==> config.mk <==
export PLATFORM = sky130hd
export DESIGN_NAME = mpt_walk_mem_arbiter
export DESIGN_NICKNAME = d
export VERILOG_FILES = /design/src/rtl/mpt_pkg.sv /design/src/rtl/mpt_arb_id_fifo.sv /design/src/rtl/mpt_walk_mem_arbiter.sv
export SDC_FILE = /design/constraint.sdc
export NUM_CORES = 1
export LEC_CHECK = 0
export CORE_AREA = 2 2 273 275
export CTS_BUF_LIST = sky130_fd_sc_hd__clkbuf_8 sky130_fd_sc_hd__clkbuf_16
export CTS_CLUSTER_SIZE = 20
export DETAILED_ROUTE_END_ITERATION = 16
export DIE_AREA = 0 0 275 277
export GPL_TIMING_DRIVEN = 0
export SLEW_MARGIN = 10
export SYNTH_ARGS = -nofsm -noshare
export SYNTH_HDL_FRONTEND = slang
export SYNTH_SLANG_ARGS = --single-unit
==> constraint.sdc <==
create_clock -name clk_i -period 3.1 [get_ports clk_i]
set_clock_uncertainty 0.15 [all_clocks]
set_input_delay 0.465 -clock clk_i [delete_from_list [all_inputs] [get_ports clk_i]]
set_output_delay 0.465 -clock clk_i [all_outputs]
set_load 0.03 [all_outputs]
==> src/rtl/mpt_pkg.sv <==
// Shared types and constants for the MPT table-walk memory arbiter.
package mpt_pkg;

    localparam int unsigned MPT_ARB_MAX_REQ = 3;

    typedef logic [$clog2(MPT_ARB_MAX_REQ)-1:0] mpt_arb_idx_t;

    function automatic int unsigned mpt_arb_wrap_inc(input int unsigned v, input int unsigned n);
        return (v + 1 >= n) ? 0 : v + 1;
    endfunction

endpackage

==> src/rtl/mpt_arb_id_fifo.sv <==
// Synchronous FIFO of granted requester indices, used to route in-order responses.
module mpt_arb_id_fifo #(
    parameter int unsigned WIDTH = 2,
    parameter int unsigned DEPTH = 4
) (
    input  logic                         clk_i,
    input  logic                         rst_i,
    input  logic                         push_i,
    input  logic [WIDTH-1:0]             push_data_i,
    input  logic                         pop_i,
    output logic [WIDTH-1:0]             head_o,
    output logic                         full_o,
    output logic                         empty_o,
    output logic [$clog2(DEPTH+1)-1:0]   count_o
);
    localparam int unsigned PTR_W = $clog2(DEPTH);
    localparam int unsigned CNT_W = $clog2(DEPTH+1);

    logic [WIDTH-1:0] mem [DEPTH];
    logic [PTR_W-1:0] wr_ptr;
    logic [PTR_W-1:0] rd_ptr;
    logic             do_push;
    logic             do_pop;

    assign full_o  = (count_o == CNT_W'(DEPTH));
    assign empty_o = (count_o == '0);
    assign head_o  = mem[rd_ptr];
    assign do_pop  = pop_i & ~empty_o;
    // A push into a full FIFO is only legal when the same cycle frees a slot.
    assign do_push = push_i & (~full_o | do_pop);

    always_ff @(posedge clk_i) begin
        if (do_push) begin
            mem[wr_ptr] <= push_data_i;
        end
    end

    always_ff @(posedge clk_i or posedge rst_i) begin
        if (rst_i) begin
            wr_ptr  <= '0;
            rd_ptr  <= '0;
            count_o <= '0;
        end else begin
            if (do_push) begin
                wr_ptr <= wr_ptr + PTR_W'(1);
            end
            if (do_pop) begin
                rd_ptr <= rd_ptr + PTR_W'(1);
            end
            case ({do_push, do_pop})
                2'b10:   count_o <= count_o + CNT_W'(1);
                2'b01:   count_o <= count_o - CNT_W'(1);
                default: count_o <= count_o;
            endcase
        end
    end

endmodule

==> src/rtl/mpt_walk_mem_arbiter.sv <==
// Round-robin arbiter sharing one memory master among the MPT walking stages.
// Optional MPT_ARB_STATS_EN adds per-requester saturating grant counters on grant_cnt_o.
module mpt_walk_mem_arbiter
    import mpt_pkg::*;
#(
    parameter int unsigned NUM_REQ         = MPT_ARB_MAX_REQ,
    parameter int unsigned DATA_WIDTH      = 64,
    parameter int unsigned ADDR_WIDTH      = 64,
    parameter int unsigned MAX_OUTSTANDING = 4
) (
    input  logic                            clk_i,
    input  logic                            rst_i,
    input  logic [NUM_REQ-1:0]              s_mem_req,
    output logic [NUM_REQ-1:0]              s_mem_gnt,
    output logic [NUM_REQ-1:0]              s_mem_valid,
    input  logic [NUM_REQ*ADDR_WIDTH-1:0]   s_mem_addr,
    input  logic [NUM_REQ*DATA_WIDTH-1:0]   s_mem_wdata,
    input  logic [NUM_REQ-1:0]              s_mem_we,
    input  logic [NUM_REQ*DATA_WIDTH/8-1:0] s_mem_be,
    output logic [DATA_WIDTH-1:0]           s_mem_rdata,
    output logic [NUM_REQ-1:0]              s_mem_error,
    output logic                            m_mem_req,
    input  logic                            m_mem_gnt,
    input  logic                            m_mem_valid,
    output logic [ADDR_WIDTH-1:0]           m_mem_addr,
    output logic [DATA_WIDTH-1:0]           m_mem_wdata,
    output logic                            m_mem_we,
    output logic [DATA_WIDTH/8-1:0]         m_mem_be,
    input  logic [DATA_WIDTH-1:0]           m_mem_rdata,
    input  logic                            m_mem_error,
    output logic                            spurious_rsp_o
`ifdef MPT_ARB_STATS_EN
    ,
    output logic [NUM_REQ*32-1:0]           grant_cnt_o
`endif
);
    localparam int unsigned IDX_W = $clog2(NUM_REQ);
    localparam int unsigned BE_W  = DATA_WIDTH / 8;
    localparam int unsigned CNT_W = $clog2(MAX_OUTSTANDING + 1);

    logic [IDX_W-1:0] rr_ptr;
    logic [IDX_W-1:0] lock_idx;
    logic             lock_valid;
    logic [IDX_W-1:0] arb_idx;
    logic             any_req;
    logic [IDX_W-1:0] sel;
    logic             sel_req;
    logic             hs;
    logic             pop;
    logic [IDX_W-1:0] head_idx;
    logic             fifo_full;
    logic             fifo_empty;
    logic [CNT_W-1:0] fifo_count;

    // First active requester scanning upward from rr_ptr, wrapping mod NUM_REQ.
    always_comb begin
        logic [IDX_W:0] cand;
        cand    = '0;
        any_req = 1'b0;
        arb_idx = rr_ptr;
        for (int unsigned k = 0; k < NUM_REQ; k++) begin
            cand = {1'b0, rr_ptr} + (IDX_W+1)'(k);
            if (cand >= (IDX_W+1)'(NUM_REQ)) begin
                cand = cand - (IDX_W+1)'(NUM_REQ);
            end
            if (!any_req && s_mem_req[cand[IDX_W-1:0]]) begin
                any_req = 1'b1;
                arb_idx = cand[IDX_W-1:0];
            end
        end
    end

    // A stalled request keeps its requester until granted, so the master sees stable fields.
    assign sel       = lock_valid ? lock_idx : arb_idx;
    assign sel_req   = lock_valid ? s_mem_req[lock_idx] : any_req;
    assign m_mem_req = ~rst_i & ~fifo_full & sel_req;
    assign hs        = m_mem_req & m_mem_gnt;
    assign pop       = m_mem_valid & ~fifo_empty;
    assign s_mem_rdata = m_mem_rdata;

    always_comb begin
        m_mem_addr  = '0;
        m_mem_wdata = '0;
        m_mem_we    = 1'b0;
        m_mem_be    = '0;
        s_mem_gnt   = '0;
        s_mem_valid = '0;
        s_mem_error = '0;
        for (int unsigned i = 0; i < NUM_REQ; i++) begin
            if (sel == IDX_W'(i)) begin
                m_mem_addr   = s_mem_addr[i*ADDR_WIDTH +: ADDR_WIDTH];
                m_mem_wdata  = s_mem_wdata[i*DATA_WIDTH +: DATA_WIDTH];
                m_mem_we     = s_mem_we[i];
                m_mem_be     = s_mem_be[i*BE_W +: BE_W];
                s_mem_gnt[i] = hs;
            end
            if (head_idx == IDX_W'(i)) begin
                s_mem_valid[i] = pop;
                s_mem_error[i] = pop & m_mem_error;
            end
        end
    end

    always_ff @(posedge clk_i or posedge rst_i) begin
        if (rst_i) begin
            rr_ptr         <= '0;
            lock_idx       <= '0;
            lock_valid     <= 1'b0;
            spurious_rsp_o <= 1'b0;
        end else begin
            if (m_mem_valid && fifo_count == '0) begin
                spurious_rsp_o <= 1'b1;
            end
            if (hs) begin
                lock_valid <= 1'b0;
                rr_ptr     <= IDX_W'(mpt_arb_wrap_inc(32'(sel), NUM_REQ));
            end else if (m_mem_req) begin
                lock_valid <= 1'b1;
                lock_idx   <= sel;
            end else if (lock_valid && !s_mem_req[lock_idx]) begin
                // Withdrawn requester must not block the others forever.
                lock_valid <= 1'b0;
            end
        end
    end

    mpt_arb_id_fifo #(
        .WIDTH (IDX_W),
        .DEPTH (MAX_OUTSTANDING)
    ) u_id_fifo (
        .clk_i       (clk_i),
        .rst_i       (rst_i),
        .push_i      (hs),
        .push_data_i (sel),
        .pop_i       (pop),
        .head_o      (head_idx),
        .full_o      (fifo_full),
        .empty_o     (fifo_empty),
        .count_o     (fifo_count)
    );

`ifdef MPT_ARB_STATS_EN
    logic [31:0] grant_cnt [NUM_REQ];

    always_ff @(posedge clk_i or posedge rst_i) begin
        if (rst_i) begin
            for (int unsigned i = 0; i < NUM_REQ; i++) begin
                grant_cnt[i] <= '0;
            end
        end else begin
            for (int unsigned i = 0; i < NUM_REQ; i++) begin
                if (s_mem_gnt[i] && grant_cnt[i] != '1) begin
                    grant_cnt[i] <= grant_cnt[i] + 32'd1;
                end
            end
        end
    end

    always_comb begin
        grant_cnt_o = '0;
        for (int unsigned i = 0; i < NUM_REQ; i++) begin
            grant_cnt_o[i*32 +: 32] = grant_cnt[i];
        end
    end
`endif

endmodule

==> flow_metrics.tcl <==
set metrics [dict create \
    io_pins 695 \
    hold-path-endpoint "spurious_rsp_o$_DFFE_PP0P_" \
    hpwl_um 29400 \
    final_nets 1756 \
    synth_cell_type_count 37 \
    start_util 0.0626 \
    grt.overflow.total 0 \
    portBuffers 630 \
    yosysWarnings 0 \
    report.final.slew_viol_count 0 \
    dieArea_um2 76200 \
    hp-class "flop to flop" \
    ys_seq_area_frac 0.123 \
    worstPathBufferInverterCount 8 \
    end_kind "primary output" \
    clkSinkCount 21 \
    slowest_stage "dfrtp_1" \
    violations "negative setup slack" \
    postLayoutCellArea_um2 18400 \
    status "complete, but fails checks" \
    slowest_delay_ps 440 \
    path_cells "ha_4 -> nand2b_4 -> a21o_1 -> buf_6 -> o41ai_4 -> a21o_4 -> buf_6 -> and2_4 -> buf_12 -> buf_16 -> buf_12 -> buf_16 -> buf_12 -> o2bb2ai_4 -> buf_6" \
    fmax_mhz 262 \
    arrival_ps 3200 \
    layoutNonFillerInstCount 2231 \
    hold_violations 0 \
    clockRootBuffer "clkbuf_16" \
    layout-drive-gt1-share 0.522 \
    r2r.worst_path.cells 13 \
    synth_edf_count 8 \
    core_area_um2 73600 \
    rsz0062_at_grt "true" \
    grt_first_pass_wirelength_um 49600 \
    critical-path-top-delay-family "buffers and inverters" \
    place_inst 2098 \
    cts_max_level 1 \
    firstDrtPassIters 4 \
    mostFrequentLayoutCells "clkdlybuf4s50_1, buf_6, o2bb2ai_4" \
    routedWlPerCell_um 17.1 \
    num_vias 7302 \
    grt_max_degree 14 \
    syn_avg_cell_area_um2 9.23 \
    die_h_um 277 \
    min_period_over_period 1.23 \
    viasPerCell 3.27 \
    syn_area_um2 4600 \
    hold_depth 1 \
    drtIter0Drc 168 \
    numCtsBuffers 3 \
    gp_congestion 0.920 \
    finalSetupViolCount 140 \
    setup_slack_ps -711 \
    rows 100 \
    mappedNetlistNets 992 \
    synth_flop_cell "dfrtp_1" \
    die_w_um 275 \
    maxCapViolations 0 \
    clock_latency_ps 250 \
    period_needed_ps 3810 \
    path_clk_slew_ps 60 \
    fin_hold_ws_ps 309 \
    areaGrowthSynthToFinish_pct 299 \
    synth-async-reset-ratio 0.619 \
    final_common_cell "clkdlybuf4s50_1" \
    cts_tree "yes" \
    place_area_um2 14500 \
    crit_path_max_fanout 8 \
    min_from "spurious_rsp_o$_DFFE_PP0P_" \
    clockBufferDepth 2 \
    critPathLaunchType "flop" \
    r2r_slack_ps 90 \
    reg2reg_from "rr_ptr[1]$_DFFE_PP0P_" \
    grt_antenna_before_repair 3 \
    r2r_end "u_id_fifo.count_o[2]$_DFFE_PP0P_" \
    drc 0 \
    wl_um 38100 \
    syn_inst 499 \
    ys_seq_elements 21 \
    grt_util_all_layers 0.0868 \
    maxSlewHeadroom 0.662 \
    worst_pin_slew_ps 506 \
    critPathKind "flop to primary output" \
    n_antenna_cell 0 \
    grt_pass1_vias 7786 \
    worstPathRequired_ps 2480 \
    antenna_left 0 \
    fin_util 0.250 \
]
-- Yosys cell counts (all sizes together), types with 3 or more instances --
| cell type | instances | share of area |
|---|---|---|
| a31o | 3 | 0.0057 |
| xnor2 | 4 | 0.0076 |
| inv | 12 | 0.0098 |
| a21o | 5 | 0.0082 |
| buf | 107 | 0.16 |
| nor3 | 6 | 0.0065 |
| and3 | 4 | 0.0054 |
| dfrtp | 13 | 0.071 |
| nand2 | 4 | 0.0033 |
| and2 | 4 | 0.0054 |
| nor2b | 3 | 0.0041 |
| nor2 | 4 | 0.0033 |
| mux2i | 142 | 0.31 |
| ha | 9 | 0.024 |
| edfxtp | 8 | 0.052 |
| clkbuf | 5 | 0.0041 |
| nand2b | 4 | 0.0054 |
| o2bb2ai | 137 | 0.26 |
-- flip-flops by register name (all words and copies together) (netlist names) --
register           flops
u_id_fifo.wr_ptr       2
u_id_fifo.rd_ptr       2
lock_idx               2
u_id_fifo.count_o      3
spurious_rsp_o         1
rr_ptr                 2
lock_valid             1
u_id_fifo.mem          8
-- worst register-to-register path: cells and delay by family (launching register included) --
kind | cells | cell delay, ps
simple gates | 2 | 380
mux | 1 | 240
xor+xnor | 2 | 280
compound gates | 2 | 450
flops | 1 | 440
fa+ha+maj | 3 | 650
buf+inv | 3 | 340
-- worst max path at each step --
stage,startpoint,slack (ps),endpoint,cells past startpoint
after global routing,rr_ptr[0]$_DFFE_PP0P_,-840,m_mem_addr[42],14
after floorplan,rr_ptr[1]$_DFFE_PP0P_,-170,s_mem_gnt[0],8
after global placement,s_mem_req[1],-2540,m_mem_addr[42],11
after CTS,rr_ptr[1]$_DFFE_PP0P_,-770,m_mem_addr[30],15
after detailed placement,s_mem_req[1],-2270,m_mem_addr[40],11
final,rr_ptr[1]$_DFFE_PP0P_,-710,m_mem_addr[24],15
-- layer usage --
metal | up-vias | GRT usage | wire, µm
met2 | 378 | 0.168 | 20400
met3 | 34 | 0.0205 | 2920
met1 | 3452 | 0.0950 | 14000
met4 | 6 | 0.0165 | 745
li1 | 3432 | - | -
met5 | - | 0 | 39
-- per-stage QoR --
stage,setup WS [ps],TNS [ps]
after floorplan,-173,-620
after global placement,-2540,-212320
after detailed placement,-2270,-213050
after CTS,-772,-82870
after global routing,-841,-99640
final,-711,-84240
-- layout make-up --
| cell class | instances | area, µm² |
|---|---|---|
| sequential | 21 | 566 |
| timing repair buffer | 768 | 8460 |
| multi-input combinational | 354 | 6730 |
| clock buffer | 3 | 75.1 |
| buffer | 103 | 1250 |
| fill | 7523 | 55200 |
| inverter | 12 | 57.6 |
| tap | 969 | 1210 |
| clock inverter | 1 | 7.51 |
-- what timing repair did --
action                     in CTS  in global routing
gates resized for setup      1194                184
cloned                          8                  7
buffers inserted               80                 48
setup endpoints to repair     147                143
pin swaps                      30                 38
hold buffers                    0                  0
-- cell families after synthesis --
family | Yosys count | share of synthesized area
xor gates and xnor gates | 6 | 0.0114
DFF | 21 | 0.123
and+or+nand+nor | 35 | 0.0443
muxes | 146 | 0.323
buffers and inverters | 124 | 0.173
AOI/OAI and AO/OA | 157 | 0.296
adders and majority gates | 10 | 0.0288
Power is left out: the tool's default activity adds up to more than one toggle a clock period on the data nets, which glitch-free logic cannot reach.
